===== src/rtl/clk_div_fanout.sv =====
// rtl/clk_div_fanout.sv - multi-channel 50%-duty clock divider with shadowed half-period config
// Each channel runs IDLE/RUN/DRAIN; a new half-period is held in a shadow until the next period end.
module clk_div_fanout #(
  parameter int NUM_CH = 4,
  parameter int DIV_W = 8,
  parameter bit BYPASS = 1'b0,
  parameter int DEFAULT_DIV = 2,
  localparam int CH_W = (NUM_CH > 1) ? $clog2(NUM_CH) : 1
) (
  input  logic              clk,
  input  logic              rst,
  input  logic [NUM_CH-1:0] ch_en,
  input  logic              cfg_valid,
  input  logic [CH_W-1:0]   cfg_ch,
  input  logic [DIV_W-1:0]  cfg_div,
  output logic              cfg_ready,
  output logic [NUM_CH-1:0] pending,
  output logic [NUM_CH-1:0] out
);

  typedef enum logic [1:0] {IDLE, RUN, DRAIN} state_t;

  localparam logic [DIV_W-1:0] RST_DIV = (DEFAULT_DIV == 0) ? DIV_W'(1) : DIV_W'(DEFAULT_DIV);

  if (BYPASS) begin : g_bypass
    logic unused_bypass;
    assign unused_bypass = ^{rst, ch_en, cfg_valid, cfg_ch, cfg_div};
    assign out       = {NUM_CH{clk}};
    assign pending   = '0;
    assign cfg_ready = 1'b1;
  end else begin : g_div
    logic sel_hit;
    logic sel_pend;

    // Out-of-range channel indices never match, so they are always ready and silently dropped.
    always_comb begin
      sel_hit  = 1'b0;
      sel_pend = 1'b0;
      for (int i = 0; i < NUM_CH; i++) begin
        if (cfg_ch == CH_W'(i)) begin
          sel_hit  = 1'b1;
          sel_pend = pending[i];
        end
      end
    end

    assign cfg_ready = sel_hit ? !sel_pend : 1'b1;

    for (genvar g = 0; g < NUM_CH; g++) begin : g_ch
      state_t           state;
      logic [DIV_W-1:0] cnt;
      logic [DIV_W-1:0] div;
      logic [DIV_W-1:0] div_sh;
      logic             pend_q;
      logic             out_q;
      logic             acc;
      logic             wrap;

      assign acc        = cfg_valid && cfg_ready && (cfg_ch == CH_W'(g));
      assign wrap       = (cnt == div - DIV_W'(1));
      assign pending[g] = pend_q;
      assign out[g]     = out_q;

      always_ff @(posedge clk or posedge rst) begin
        if (rst) begin
          state  <= IDLE;
          cnt    <= '0;
          div    <= RST_DIV;
          div_sh <= RST_DIV;
          pend_q <= 1'b0;
          out_q  <= 1'b0;
        end else begin
          // acc requires !pend_q, so it never coincides with an apply below.
          if (acc) begin
            div_sh <= (cfg_div == '0) ? DIV_W'(1) : cfg_div;
            pend_q <= 1'b1;
          end
          case (state)
            IDLE: begin
              cnt   <= '0;
              out_q <= 1'b0;
              if (pend_q) begin
                div    <= div_sh;
                pend_q <= 1'b0;
              end
              if (ch_en[g]) begin
                out_q <= 1'b1;
                state <= RUN;
              end
            end
            RUN: begin
              if (!out_q && !ch_en[g]) begin
                cnt   <= '0;
                state <= IDLE;
              end else if (wrap) begin
                cnt   <= '0;
                out_q <= !out_q;
                if (out_q) begin
                  if (pend_q) begin
                    div    <= div_sh;
                    pend_q <= 1'b0;
                  end
                  if (!ch_en[g]) state <= IDLE;
                end
              end else begin
                cnt <= cnt + DIV_W'(1);
                if (!ch_en[g]) state <= DRAIN;
              end
            end
            DRAIN: begin
              // High phase always runs to completion; a returning enable just resumes RUN.
              if (wrap) begin
                cnt   <= '0;
                out_q <= 1'b0;
                if (pend_q) begin
                  div    <= div_sh;
                  pend_q <= 1'b0;
                end
                state <= ch_en[g] ? RUN : IDLE;
              end else begin
                cnt   <= cnt + DIV_W'(1);
                state <= ch_en[g] ? RUN : DRAIN;
              end
            end
            default: state <= IDLE;
          endcase
        end
      end
    end
  end

endmodule


===== config.mk =====
export PLATFORM = sky130hd
export DESIGN_NAME = clk_div_fanout
export DESIGN_NICKNAME = d
export VERILOG_FILES = /design/src/rtl/clk_div_fanout.sv
export SDC_FILE = /design/constraint.sdc
export NUM_CORES = 1
export LEC_CHECK = 0
export BUFFER_PORTS_ARGS = -buffer_cell sky130_fd_sc_hd__buf_2
export CAP_MARGIN = 20
export CORE_MARGIN = 2
export CORE_UTILIZATION = 58
export CTS_BUF_LIST = sky130_fd_sc_hd__clkbuf_2
export CTS_CLUSTER_SIZE = 30
export DETAILED_ROUTE_END_ITERATION = 8
export GPL_TIMING_DRIVEN = 0
export PLACE_DENSITY = 0.79
export SETUP_SLACK_MARGIN = 0.15
export SLEW_MARGIN = 25
export SYNTH_ARGS = -nofsm -noshare
export SYNTH_HDL_FRONTEND = slang
export SYNTH_SLANG_ARGS = --single-unit

===== constraint.sdc =====
create_clock -name clk -period 3.5 [get_ports clk]
set_input_delay 0.7 -clock clk [delete_from_list [all_inputs] [get_ports clk]]
set_output_delay 0.7 -clock clk [all_outputs]
set_load 0.03 [all_outputs]

[Word level (Yosys, flattened, before mapping)]
Cells that the tools add are included.
W data, S select, Z words.
Word-level totals
  flip-flop bits (word level): 112
  input bits: 17
  output and inout bits: 9
  logic and storage cells: 253
Operators by class
  $add $sub $neg: 8
  equality and inequality tests: 47
  mux-type cells: 134
  reductions and logical operators: 40
Operators with widths (count)
  $mux W8: 29
  $pmux W8 S3: 8
  $mux W2: 32
  $mux W1: 53
  $ne A4 B4 Y1 const B: 12
  $ne A2 B2 Y1 const B: 20
  $add A8 B1 Y8 const B: 4
  $eq A8 B8 Y1: 4
  $reduce_and A4 Y1: 8
  $sub A8 B1 Y8 const B: 4
  $pmux W1 S3: 8
  $pmux W2 S3: 4
  $reduce_and A5 Y1: 4
  $eq A2 B2 Y1 const B: 6
  $reduce_bool A3 Y1: 4
  $eq A2 B1 Y1 const B: 5
  $logic_not A2 Y1: 5
  $logic_and A1 B1 Y1: 9
  $logic_not A1 Y1: 9
  $logic_not A8 Y1: 1

[Logic depth before layout (Yosys ltp)]
  depth after elaboration: 15
  gate-level depth with buffers: 12
  mapped depth without buffers: 9

[Least setup slack after synthesis]
No wires, ideal clock.
  path kind: register to register
  start point: register g_div.g_ch[1].div[1]
  end point: register g_div.g_ch[1].div[0]
  library setup time: 0.125 ns
  arrival time: 2.552 ns
  data required time: 3.375 ns
  setup slack: 0.823 ns
  stages on the path, launching flop included: 13
  buffers on the path: 3
  clock period less this slack: 2.677 ns
  cells stage by stage: dfstp_2 -> inv_1 -> ha_1 -> clkbuf_1 -> nand2b_1 -> nand3_1 -> o21ai_0 -> a2111oi_0 -> and3_1 -> buf_6 -> a21o_1 -> buf_6 -> mux2_4
On the way
  longest elaborated chain between the ends: 4
  elaborated cells between the ends (all ways): 5
  classes of those cells: add/sub (1); eq/ne (3); reduce/logical (1)
Ends and longest elaborated chain
  start, declared: RTL line 52  | logic [DIV_W-1:0] div;
  start signal, assigned: RTL line 83  | div <= div_sh;
  start signal, assigned: RTL line 100  | div <= div_sh;
  start signal, assigned: RTL line 116  | div <= div_sh;
  $sub A8 B1 Y8 *: RTL line 60  | assign wrap = (cnt == div - DIV_W'(1));
  $eq A8 B8 Y1 *: RTL line 60
  $ne A2 B2 Y1 (no line)
  $reduce_and A5 Y1 (no line) *
Every way passes the cells marked *; elsewhere a longest branch is shown, timed or not.
A chain may end at the register's enable or synchronous reset.

[Final worst setup path]
  start point: register g_div.g_ch[1].div[1]
  end point: register g_div.g_ch[1].div[5]
Same word-level chain as after synthesis.

==> metrics <==
status finished clean; setup TNS 0 ns; fillers 857; CTS Root Cell clkbuf_2; Clk network pwr share 11.8%; RSZ-0062 raised after global routing false; Vias per Instance 5.940; pwr dens 771.4 mW/mm²; post-route ant nets 0; FMAX 316.1 MHz; Top Ports 26; CTS Buf Count 9; share of the synthesized area in the top cell type 39.39%; WS Path Type reg -> reg; leak pwr 3.101 nW; Ys Warns 0; clk slew on worst S/H paths 0.29 ns; switching portion of total power 39.67%; number of max-cap violations 0; Routed WL per cell 15.73 µm; number of global-route vias before repair 4893; Cell variety after synth 72; core box area 0.01098 mm²; CP Launch Type flop; GP Congestion 0.8246; WP data arrival 3.71 ns; worst path cell trace inv_1 -> ha_1 -> clkbuf_1 -> nand2b_1 -> nand3_1 -> o21ai_0 -> a2111oi_0 -> and3_1 -> buf_6 -> a21o_1 -> buf_6 -> mux2_4; crit path to g_div.g_ch[1].div[5]$_DFFE_PP0P_; Post-synth ARST share 100.0%; EDFF count, synth 0; most used cell, CP buf_6; Remaining DRCs 0; Global Route Usage Sum 22.31%; Slew HR 31.62%; Int Power 3.329 mW; Via Count 4930; worst r2r path cells 12; row count 38; Worst Max-Slew Pin Slew 1.023 ns; final worst-path cycle share 90.38%; CP required 4.05 ns; CTS tree built; pin count of the biggest net entering global routing 35; H-tree lvl count 3; Synth Cell Area 0.006606 mm²; share of post-route cells with drive strength above 1 21.92%; CP Capture Type flop; Top FF cell, synth dfrtp_1; area of the multi-input gates 0.003516 mm²; synthesized net count 684; commonest cells in the netlist dfrtp_1 (104), nand2_1 (51), mux2_2 (48); first-pass GRT wire length 22770 µm; Comb power frac 46.9%; final hold vios 0; GRT overflow 0; Seq pwr share 41.3%; most frequent cell after synthesis dfrtp_1; RR Endpoint g_div.g_ch[1].div[5]$_DFFE_PP0P_; peak fanout along the critical path 8; Post-CTS Setup Inserts 0; leading area contributor after synthesis dfrtp_1; router iterations before antenna repair 5; Setup Skew 0.03072 ns; FF-to-FF setup slack 0.34 ns; worst path bufs/invs 4; CTS Buffer Depth 2; Critical R2R Launch g_div.g_ch[1].div[1]$_DFFE_PP1P_; final total power 5.519 mW; Setup WS post-layout 0.3367 ns; nets 725; biggest area contributors in the synthesized netlist dfrtp_1 (39%), mux2_2 (8.2%), ha_1 (4.5%); initial antenna violation count 1; initial core utilization 60.15%; CP max-delay cell a2111oi_0; port bufs 25; Die Ht 110.7 µm; Die Area 0.01226 mm²; worst hold path class in -> reg; peak supply drop 577.5 µV; final wirelength 13050 µm; worst setup path startpoint g_div.g_ch[1].div[1]$_DFFE_PP1P_; Sw Pwr 2.189 mW; Slew Limit Fails 0; Yosys reg bits 112; critical path depth 12; Post-Synthesis Cells 643; FF+latch area 0.002813 mm²; Area Growth Syn to Fin 8.295%; slowest stage delay, CP 0.70 ns; Final setup viols 0; post-synthesis area per instance 10.27 µm²; clk sinks 112; dpl hpwl 9740 µm; family with the most delay on the worst path compound AO/OA/AOI/OAI gates; die width 110.7 µm; min Tclk post-route 3.163 ns; register area share after synthesis 42.58%; worst slack, placed 0.4280 ns; Skew-Pair Late Insertion Delay 0.63 ns; DRT iter0 DRCs 288
layout by cell type, fill, tap and decap left out, types with 5 or more instances in the layout:
cell type and instances:
dfrtp_1 104, nand2_1 51, mux2_2 48, nor2_1 42, inv_1 34, o21ai_0 27, buf_2 26, a21oi_1 25
xnor2_1 25, ha_1 24, nand3_1 19, nor3_1 18, mux2_4 15, clkbuf_1 14, or3_1 14, a21o_1 14
clkbuf_2 12, xor2_1 11, nor2b_1 9, buf_4 8, dfstp_2 8, nor4_1 6, o21bai_1 6, a31oi_1 6
or2_2 6, o21a_1 6, nand2b_1 5, o22ai_1 5, a22o_1 5
layout make-up:
cell class | instances | area share (%)
multi-input cells | 470 | 49.14
flip-flops and latches | 112 | 39.31
repair buffers | 30 | 3.218
diodes | 1 | 0.03498
inverters | 35 | 1.889
clock inverters | 4 | 0.9969
plain buffers | 26 | 2.116
well taps | 140 | 2.448
clock buffers | 12 | 0.8395
per-layer routing:
| metal | vias up | global-route usage (%) | routed length [µm] |
|---|---|---|---|
| li1 | 2384 | - | - |
| met1 | 2442 | 29.62 | 5830 |
| met2 | 89 | 36.69 | 6513 |
| met3 | 15 | 5.413 | 512 |
| met4 | 0 | 6.333 | 197 |
| met5 | - | 0 | 0 |
flip-flops by register name, summed over array words and instances, names as in the netlist:
name / flops
g_div.g_ch.div_sh: 32
g_div.g_ch.state: 8
g_div.g_ch.div: 32
g_div.g_ch.cnt: 32
g_div.g_ch.out_q: 4
g_div.g_ch.pend_q: 4
cells by family after synthesis:
family	synth area share, %
XOR/XNOR	5.019
AO/OA/AOI/OAI	15.00
buffers and inverters	4.280
adder cells (fa/ha/maj)	4.545
flip-flops	42.58
AND/OR/NAND/NOR	16.04
multiplexers	12.54
stage by stage:
stage / util (%) / instance area [µm²] / hold WS (ns) / cells
finish: 65.14 / 7154 / 0.3096 / 830
global route: 65.14 / 7154 / 0.2381 / 830
CTS: 65.12 / 7152 / 0.2827 / 829
detailed placement: 63.83 / 7010 / 0.4881 / 812
global placement: 62.92 / 6910 / 0.4799 / 808
floorplan: - / 6610 / 0.4444 / 643
power groups by stage:
stage	clock network (mW)	registers, mW	logic [mW]
finish	0.650	2.28	2.59
global route	0.725	2.36	2.86
CTS	0.670	2.27	2.60
detailed placement	0	2.30	2.58
global placement	0	2.27	2.43
floorplan	0	2.14	2.15
what timing repair did:
action	in CTS	in global routing
hold endpoints to repair	9	0
hold buffers	1	0
gates resized for setup	0	0
setup endpoints to repair	0	0
how the worst min path moves through the flow:
stage,start,to,slack (ns),depth (start not counted)
6_report,ch_en[3],g_div.g_ch[3].state[1]$_DFFE_PP0P_,0.31,2
4_1_cts,ch_en[3],g_div.g_ch[3].state[1]$_DFFE_PP0P_,0.28,2
3_5_place_dp,g_div.g_ch[1].div_sh[6]$_DFFE_PP0P_,g_div.g_ch[1].div[6]$_DFFE_PP0P_,0.49,1
5_1_grt,ch_en[3],g_div.g_ch[3].state[1]$_DFFE_PP0P_,0.24,2
3_3_place_gp,g_div.g_ch[3].div_sh[0]$_DFFE_PP0P_,g_div.g_ch[3].div_sh[0]$_DFFE_PP0P_,0.48,2
2_1_floorplan,g_div.g_ch[3].div_sh[0]$_DFFE_PP0P_,g_div.g_ch[3].div_sh[0]$_DFFE_PP0P_,0.44,2
(Power assumes the default switching activity.)
